### src/rtl/dff_init_pkg.sv
// Shared types and constants for the DFFP/DFFC preset/clear release sequencer.
package dff_init_pkg;

  localparam int unsigned MAX_GRP = 16;

  typedef enum logic [1:0] {
    ST_IDLE    = 2'd0,
    ST_ASSERT  = 2'd1,
    ST_RELEASE = 2'd2,
    ST_FIN     = 2'd3
  } state_e;

  // Bits needed to hold values 0..val-1
  function automatic int unsigned clog2(input int unsigned val);
    int unsigned res;
    res = 0;
    for (int i = 0; i < 32; i++) begin
      if (((val - 32'd1) >> i) != 32'd0) res = i + 1;
    end
    return res;
  endfunction

endpackage

### src/rtl/dff_init_cnt.sv
// Loadable down-counter used for the hold and gap timing of dff_init_seq.
module dff_init_cnt #(
  parameter int unsigned   W       = 4,
  parameter logic [W-1:0]  RST_VAL = '0
) (
  input  logic         clk_i,
  input  logic         rst_ni,
  input  logic         load_i,
  input  logic [W-1:0] load_val_i,
  output logic         zero_o
);

  logic [W-1:0] cnt_q, cnt_d;

  always_comb begin
    cnt_d = cnt_q;
    if (load_i) begin
      cnt_d = load_val_i;
    end else if (cnt_q != '0) begin
      cnt_d = cnt_q - W'(1);
    end
  end

  always_ff @(posedge clk_i) begin
    if (!rst_ni) begin
      cnt_q <= RST_VAL;
    end else begin
      cnt_q <= cnt_d;
    end
  end

  // High in the cycle whose closing edge brings the count to zero
  assign zero_o = (cnt_q <= W'(1));

endmodule

### src/rtl/dff_init_seq.sv
// Holds selected flop groups in preset, then releases them lowest index first with a fixed gap.
// Optional ABORT input restarts the hold phase when DFF_INIT_SEQ_ABORT_EN is defined.
module dff_init_seq
  import dff_init_pkg::*;
#(
  parameter int unsigned NUM_GRP       = 4,
  parameter int unsigned HOLD_CYC      = 8,
  parameter int unsigned GAP_CYC       = 2,
  parameter int unsigned INIT_ON_RESET = 1
) (
  input  logic               CLK,
  input  logic               RESETN,
  input  logic               REQ,
  input  logic [NUM_GRP-1:0] MASK,
`ifdef DFF_INIT_SEQ_ABORT_EN
  input  logic               ABORT,
`endif
  output logic [NUM_GRP-1:0] GRP_RST,
  output logic [NUM_GRP-1:0] DONE,
  output logic               BUSY,
  output logic               ACK
);

  localparam int unsigned MAX_CYC  = (HOLD_CYC > GAP_CYC) ? HOLD_CYC : GAP_CYC;
  localparam int unsigned CNT_W    = clog2(MAX_CYC + 1);
  localparam logic [CNT_W-1:0] HOLD_VAL = CNT_W'(HOLD_CYC);
  localparam logic [CNT_W-1:0] GAP_VAL  = CNT_W'(GAP_CYC);
  localparam logic [CNT_W-1:0] CNT_RST  = (INIT_ON_RESET != 0) ? HOLD_VAL : '0;

  state_e             state_q, state_d;
  logic [NUM_GRP-1:0] grp_q, grp_d;
  logic [NUM_GRP-1:0] done_q, done_d;
  logic [NUM_GRP-1:0] mask_q, mask_d;
  logic [NUM_GRP-1:0] rel_vec;
  logic               found;
  logic               cnt_load;
  logic [CNT_W-1:0]   cnt_load_val;
  logic               cnt_zero;
  logic               abort;

`ifdef DFF_INIT_SEQ_ABORT_EN
  assign abort = ABORT;
`else
  assign abort = 1'b0;
`endif

  dff_init_cnt #(
    .W       (CNT_W),
    .RST_VAL (CNT_RST)
  ) u_cnt (
    .clk_i      (CLK),
    .rst_ni     (RESETN),
    .load_i     (cnt_load),
    .load_val_i (cnt_load_val),
    .zero_o     (cnt_zero)
  );

  // Groups still held are exactly the unmasked, unreleased ones, so the next to
  // release is the lowest set bit of the held vector.
  always_comb begin
    rel_vec = '0;
    found   = 1'b0;
    for (int unsigned i = 0; i < NUM_GRP; i++) begin
      if (grp_q[i] && !found) begin
        rel_vec[i] = 1'b1;
        found      = 1'b1;
      end
    end
  end

  always_comb begin
    state_d      = state_q;
    grp_d        = grp_q;
    done_d       = done_q;
    mask_d       = mask_q;
    cnt_load     = 1'b0;
    cnt_load_val = HOLD_VAL;

    unique case (state_q)
      ST_IDLE: begin
        if (REQ) begin
          mask_d = MASK;
          if (&MASK) begin
            state_d = ST_FIN;
          end else begin
            grp_d        = ~MASK;
            done_d       = MASK;
            state_d      = ST_ASSERT;
            cnt_load     = 1'b1;
            cnt_load_val = HOLD_VAL;
          end
        end
      end
      ST_ASSERT: begin
        if (cnt_zero) begin
          grp_d        = grp_q & ~rel_vec;
          done_d       = done_q | rel_vec;
          state_d      = ST_RELEASE;
          cnt_load     = 1'b1;
          cnt_load_val = GAP_VAL;
        end
      end
      ST_RELEASE: begin
        if (!found) begin
          state_d = ST_FIN;
        end else if (cnt_zero) begin
          grp_d        = grp_q & ~rel_vec;
          done_d       = done_q | rel_vec;
          cnt_load     = 1'b1;
          cnt_load_val = GAP_VAL;
        end
      end
      ST_FIN: begin
        state_d = ST_IDLE;
      end
      default: state_d = ST_IDLE;
    endcase

    if (abort && ((state_q == ST_ASSERT) || (state_q == ST_RELEASE))) begin
      grp_d        = ~mask_q;
      done_d       = mask_q;
      state_d      = ST_ASSERT;
      cnt_load     = 1'b1;
      cnt_load_val = HOLD_VAL;
    end
  end

  always_ff @(posedge CLK) begin
    if (!RESETN) begin
      mask_q <= '0;
      if (INIT_ON_RESET != 0) begin
        state_q <= ST_ASSERT;
        grp_q   <= '1;
        done_q  <= '0;
      end else begin
        state_q <= ST_IDLE;
        grp_q   <= '0;
        done_q  <= '1;
      end
    end else begin
      state_q <= state_d;
      grp_q   <= grp_d;
      done_q  <= done_d;
      mask_q  <= mask_d;
    end
  end

  assign GRP_RST = grp_q;
  assign DONE    = done_q;
  assign BUSY    = (state_q == ST_ASSERT) || (state_q == ST_RELEASE);
  assign ACK     = (state_q == ST_FIN);

endmodule

### config.mk
export PLATFORM = sky130hd
export DESIGN_NAME = dff_init_seq
export DESIGN_NICKNAME = d
export VERILOG_FILES = /design/src/rtl/dff_init_pkg.sv /design/src/rtl/dff_init_cnt.sv /design/src/rtl/dff_init_seq.sv
export SDC_FILE = /design/constraint.sdc
export NUM_CORES = 1
export LEC_CHECK = 0
export CAP_MARGIN = 20
export CELL_PAD_IN_SITES_DETAIL_PLACEMENT = 1
export CELL_PAD_IN_SITES_GLOBAL_PLACEMENT = 1
export CORE_MARGIN = 5
export CORE_UTILIZATION = 39
export DETAILED_ROUTE_END_ITERATION = 6
export PLACE_DENSITY = 0.88
export SLEW_MARGIN = 20
export SYNTH_ARGS = -nofsm -noshare
export SYNTH_HDL_FRONTEND = slang
export SYNTH_SLANG_ARGS = --single-unit
### constraint.sdc
create_clock -name CLK -period 2.97 [get_ports CLK]
set_input_delay 0.594 -clock CLK [delete_from_list [all_inputs] [get_ports CLK]]
set_output_delay 0.594 -clock CLK [all_outputs]
set_load 0.05 [all_outputs]
==> qor.yml <==
floorplan:
  initial_core_util: 0.416
  num_rows: 16
  pin_count: 17
  dieArea_mm2: 0.00316
  core_area_mm2: 0.00200
  die_w_um: 56.2
  die_h_um: 56.2
timing:
  final.setup.tns_ns: 0
  slew_violations: 0
  fmax_mhz: 372
  layout_min_cycle_time_ns: 2.69
  maxSlewHeadroom: 0.631
  fin_crit_sh: 0.905
  finalSetupViolations: 0
  finClkSkew_ns: 0.00678
  hold_violations: 0
  worstMarginPinSlew_ns: 0.551
  timing.hold.ws_ns: 0.491
  grt_setup_unrepaired: "no"
cts:
  clockBufferDepth: 2
  cts_tree: "yes"
  cts_buffers: 3
  cts-resized-gates: 0
  insertion_delay_ns: 0.28
  post_cts_buffers: 0
  clk_root_buffer_cell: "clkbuf_4"
  clock-sinks: 14
  clk_pin_slew_ns: 0.08
  htree_levels: 1
  postCtsHoldBufs: 0
place:
  dp_hpwl_um: 1590
  dp_cells: 134
  routabilityCongestion: 0.802
  port_buffers: 16
cells_and_area:
  antenna_cells: 0
  drive_gt1_frac: 0.0909
  syn2layout_area_growth_pct: 23.6
  layoutNonFillerInstCount: 137
  nets: 126
synth:
  syn_area_per_cell_um2: 8.86
  syn_area_um2: 833
  ys_seq_area_frac: 0.336
  syn-num-nets: 108
  synthTopCellsByArea: "dfxtp_1, ha_1, o221a_1, inv_1, nand2_1"
  synth_top_area_cell: "dfxtp_1"
  synth-async-reset-ratio: 0
  synth_seq_cells: 14
  yosysWarnings: 0
  synth_cells: 94
  synth_edf_count: 0
  ys.flop_type: "dfxtp_1"
  ys_top_cells_by_count: "dfxtp_1, inv_1, nand2_1"
  netlist.area_leader.share: 0.336
  synthMostInstantiatedCell: "dfxtp_1"
  synth_cell_types: 40
run_status:
  outcome: "complete, no violations"
global_route:
  top_usage_layer: "met2"
  track_usage: 0.130
  met2_usage: 0.225
  met1_usage: 0.148
  grt_pass1_wl_um: 3230
  grt_util_met3: 0.0580
  antenna_found_initial: 0
  first_global_vias: 712
  gr-total-overflow: 0
  grt_max_degree: 16
setup_path:
  worst_path_largest_cell_delay_ns: 0.87
  cp_max_fo: 11
  path_delay_family: "buffers and inverters"
  cp.buffers_inverters: 2
  worst_setup_path_start_kind: "flip-flop"
  crit_chain: "inv_1 > ha_1 > clkdlybuf4s50_1"
  crit_required_ns: 2.38
  reg2reg_slack_ns: 0.90
  crit_type: "flip-flop to output port"
  end_kind: "output port"
  cpMaxStageDelayCell: "clkdlybuf4s50_1"
  r2r_cells: 6
  path_depth: 3
  crit_arrival_ns: 2.09
job:
  drv_cap: 0
route:
  drt-pass1-iter-count: 3
  wl_um: 1990
  drc: 0
  viasPerCell: 5.29
  drt_iter0_drc: 7
  ant_nets: 0
  wl_per_cell_um: 14.5
  vias: 725
pwr:
  p_leak_nw: 0.435
  power_density_mw_per_mm2: 1290
  vdd_drop_max_mv: 0.688
  fin_total_pwr_mw: 1.33
worst_hold_path:
  hp-class: "flip-flop to flip-flop"
  hold_path_depth: 1
[per-stage QoR]
stage | setup slack, ns | utilization | area [µm²]
floorplan | 0.652 | - | 833
global placement | 0.619 | 0.503 | 1010
detailed placement | 0.607 | 0.503 | 1010
CTS | 0.272 | 0.514 | 1030
global route | 0.157 | 0.514 | 1030
finish | 0.282 | 0.514 | 1030
[logic make-up (layout without fill, tap and decap cells)]
family / Yosys count / count (layout) / share of synthesized area
buf+inv: 11 / 27 / 0.0601
flops: 14 / 14 / 0.336
mux: 3 / 3 / 0.0390
compound gates: 27 / 27 / 0.249
simple gates: 31 / 31 / 0.200
xor+xnor: 1 / 1 / 0.0105
fa+ha+maj: 7 / 7 / 0.105
[area by class of cell]
cell class / count / area [µm²]
flip-flops and latches: 14 / 280
repair buffers: 16 / 160
fillers: 243 / 972
clock buffers: 3 / 22.5
inverters: 8 / 30.0
well taps: 27 / 33.8
multi-input cells: 69 / 503
[flip-flops by register name, indices dropped and copies added, names as in the netlist]
name / flops
DONE: 4
GRP_RST: 4
state_q: 2
u_cnt.cnt_q: 4
[worst paths after layout]
path                                         startpoint              endpoint
worst max-delay path            state_q[1]$_SDFFE_PN0P_                  BUSY
worst max register to register  state_q[1]$_SDFFE_PN0P_  DONE[3]$_SDFFE_PN0P_
worst min register to register     DONE[1]$_SDFFE_PN0P_  DONE[1]$_SDFFE_PN0P_
worst min-delay path               DONE[1]$_SDFFE_PN0P_  DONE[1]$_SDFFE_PN0P_
[per-layer routing]
metal,part of all wire,vias up,wire length [µm]
li1,-,374,-
met1,0.45,339,903
met2,0.50,10,991
met3,0.042,2,84
met4,0.0050,0,10
met5,0,-,0
[power by group]
part           internal, mW  switching, mW  total, mW
logic                 0.342          0.524      0.866
registers             0.272         0.0832      0.356
clock network        0.0470         0.0595      0.107
[worst reg2reg max path, stage by stage, from the launching register on]
cell	delay (ns)
dfxtp_1	0.37
inv_1	0.10
ha_1	0.47
nand2b_1	0.10
a221o_2	0.44
nand2b_4	0.21
o221a_1	0.26
[placed cells by master (no fill, tap or decap), types with 2 or more instances in the layout]
cell type / Yosys / routed
nor2_1: 7 / 7
o211ai_1: 3 / 3
nor2_2: 2 / 2
nand2_1: 8 / 8
nand2b_1: 3 / 3
a21oi_1: 4 / 4
clkbuf_4: 0 / 3
or3_1: 2 / 2
dfxtp_1: 14 / 14
o221a_1: 3 / 3
o21ai_0: 4 / 4
ha_1: 7 / 7
inv_1: 8 / 8
clkdlybuf4s50_1: 0 / 16
nand3_1: 2 / 2
(Power assumes the default switching activity.)
==> RTL change: new RTL, config.mk and constraints unchanged <==
Build with the macro `DFF_INIT_SEQ_ABORT_EN` defined.
--- a/src/rtl/dff_init_seq.sv
+++ b/src/rtl/dff_init_seq.sv
@@ -2,2 +2,4 @@
 // Optional ABORT input restarts the hold phase when DFF_INIT_SEQ_ABORT_EN is defined.
+`define DFF_INIT_SEQ_ABORT_EN
+
 module dff_init_seq
Interface: changed (added ABORT); port bits go from 17 to 18. The function was not compared with the original's and may differ.
==> RTL change against the original RTL <==
Total power grew 8.5%; wire length grew 54%; sequential cell count grew 4; largest cell class unchanged; die area grew 31%; clock skew shrank 3.8 ps; setup slack lost 130 ps; clock power grew 48%; hold slack lost 20 ps; design area grew 33%; combinational power grew 4.8%; critical path type unchanged; highest routed layer unchanged; utilization shrank 2.6 points; sequential power grew 5%; area after synthesis grew 39%.
==> RTL change: results (changes against the original RTL) <==
Status - finished clean
Vias in the first global route - 1155 (+62%)
H-tree levels - 1 (unchanged)
# port buffers - 17 (+1)
Worst reg-to-reg path cell count - 7 (+1)
Overall Global Routing Usage - 0.159 (+0.0296)
Setup Skew - 3.02 ps (-3.76 ps)
Delay-heaviest family, CP - buffers and inverters
Reg clk slew, reported paths - 110 ps (+30 ps)
Mux share of post-synthesis cell area - 0.0216 (-0.0174)
Synth Area in Adders - 0.0758 (-0.0293)
WP data arrival - 2230 ps (+140 ps)
Hold_ws - 471 ps (-19.6 ps)
Min-delay src - mask_q[2]$_SDFFE_PN0P_
Via count - 1096 (+51%)
Worst r2r dst - GRP_RST[1]$_SDFFE_PN1P_
Final #Nets - 171 (+36%)
Fraction of layout cells with a size suffix above 1 - 0.103 (+0.0123)
Gp weighted congestion - 0.830 (+3.5%)
Hold path cells - 2 (+1)
Fillers - 346 (+42%)
Syn Nets - 153 (+42%)
CP max FO - 12 (+1)
Seq/Total Area, Yosys - 0.312 (-0.0246)
XOR/XNOR Fraction of Synth Area - 0.00758 (-0.00293)
Initial DRC Count - 32 (+25)
Leak - 0.000525 uW (+20%)
Final WL - 3.07 mm (+54%)
Synth cell count leaders - 20 x a21oi_1, 18 x dfxtp_1, 15 x nand2_1
Distinct cell type count after synthesis - 45 (+13%)
Slew HR - 0.637 (+0.00511)
R2R Setup Slk - 820 ps (-80 ps)
Clk_lat worst skew - 300 ps (+20 ps)
Hold path endpoint - mask_q[2]$_SDFFE_PN0P_
Pre-antenna DRT Iters - 4 (+1)
VDD IR max - 0.000543 V (-21%)
DP Area - 0.00133 sq mm (+32%)
Final HPWL DP - 2.36 mm (+48%)
Post-CTS setup buffers - 0 (unchanged)
Syn Area/Cell - 8.38 sq um (-5.5%)
Routed length per placed instance - 16.5 um (+14%)
First-pass GRT wire length - 5.31 mm (+65%)
Cells taking the most area after synthesis - dfxtp_1 31%, a21oi_1 8.7%, ha_1 7.6%
Reg2Reg Launch Point - state_q[0]$_SDFFE_PP1P_
Placed cells - 182 (+36%)
Largest net degree at the start of global routing - 16 (unchanged)
CTS Buffer Depth - 2 (unchanged)
Compound-Gate Fraction of Synth Area - 0.281 (+0.0321)
[RTL change: cell types whose count changed after synthesis, sizes merged, moves of 4 or more]
cell,unedited run,this run
dfxtp,14,18
a21boi,0,4
a22o,0,4
nand2,8,17
o21ai,6,2
a21oi,4,21
nand3b,1,5
nand3,2,6
[RTL change: area by class of cell]
cell class	instances	area share
Multi-Input combinational cell	108	0.533
Sequential cell	18	0.263
Timing Repair Buffer	18	0.130
Tap cell	31	0.0283
Inverter	7	0.0192
Clock buffer	4	0.0265
[RTL change: per-stage QoR]
stage	setup slack, ps	utilization
detailed placement	519	0.475
CTS	174	0.488
finish	151	0.488
global placement	588	0.475
global route	56.5	0.488
floorplan	941	-
[RTL change: how the worst max path moves through the flow]
stage                     slack (ps)                 endpoint                    start  cells past startpoint
final                            150                     BUSY  state_q[0]$_SDFFE_PP1P_                      3
after floorplan                  940  GRP_RST[1]$_SDFFE_PN1P_  state_q[0]$_SDFFE_PP1P_                      7
after detailed placement         520                     BUSY  state_q[0]$_SDFFE_PP1P_                      3
after global routing              60                     BUSY  state_q[0]$_SDFFE_PP1P_                      3
after CTS                        170                     BUSY  state_q[0]$_SDFFE_PP1P_                      3
after global placement           590                     BUSY  state_q[0]$_SDFFE_PP1P_                      3
[RTL change: cell families (layout without fill, tap and decap cells)]
kind of cell / Yosys count / count (layout)
and+or+nand+nor: 53 / 53
AOI/OAI and AO/OA: 45 / 45
DFF: 18 / 18
buffers and inverters: 12 / 29
adders and majority gates: 7 / 7
muxes: 2 / 2
xor gates and xnor gates: 1 / 1
[RTL change: worst register-to-register path, stage by stage, from the launching register on]
cell	delay [ps]
dfxtp_1	410
inv_1	110
ha_1	530
inv_1	180
a21oi_1	300
nor3_1	100
a2bb2oi_1	190
a22o_1	240
[RTL change: metal layers]
metal  vias up  global-route usage  part of all wire
li1        540                   -                 -
met1       536               0.189              0.47
met2        15               0.289              0.50
met3         5              0.0242             0.022
met4         0              0.0607             0.013
met5         -                   0                 0
[RTL change: where the power goes]
| part | internal (uW) | switching [uW] | leakage [uW] |
|---|---|---|---|
| Sequential | 309 | 66.0 | 0.000147 |
| Combinational | 351 | 556 | 0.000357 |
| Clock | 74.8 | 83.0 | 0.0000210 |
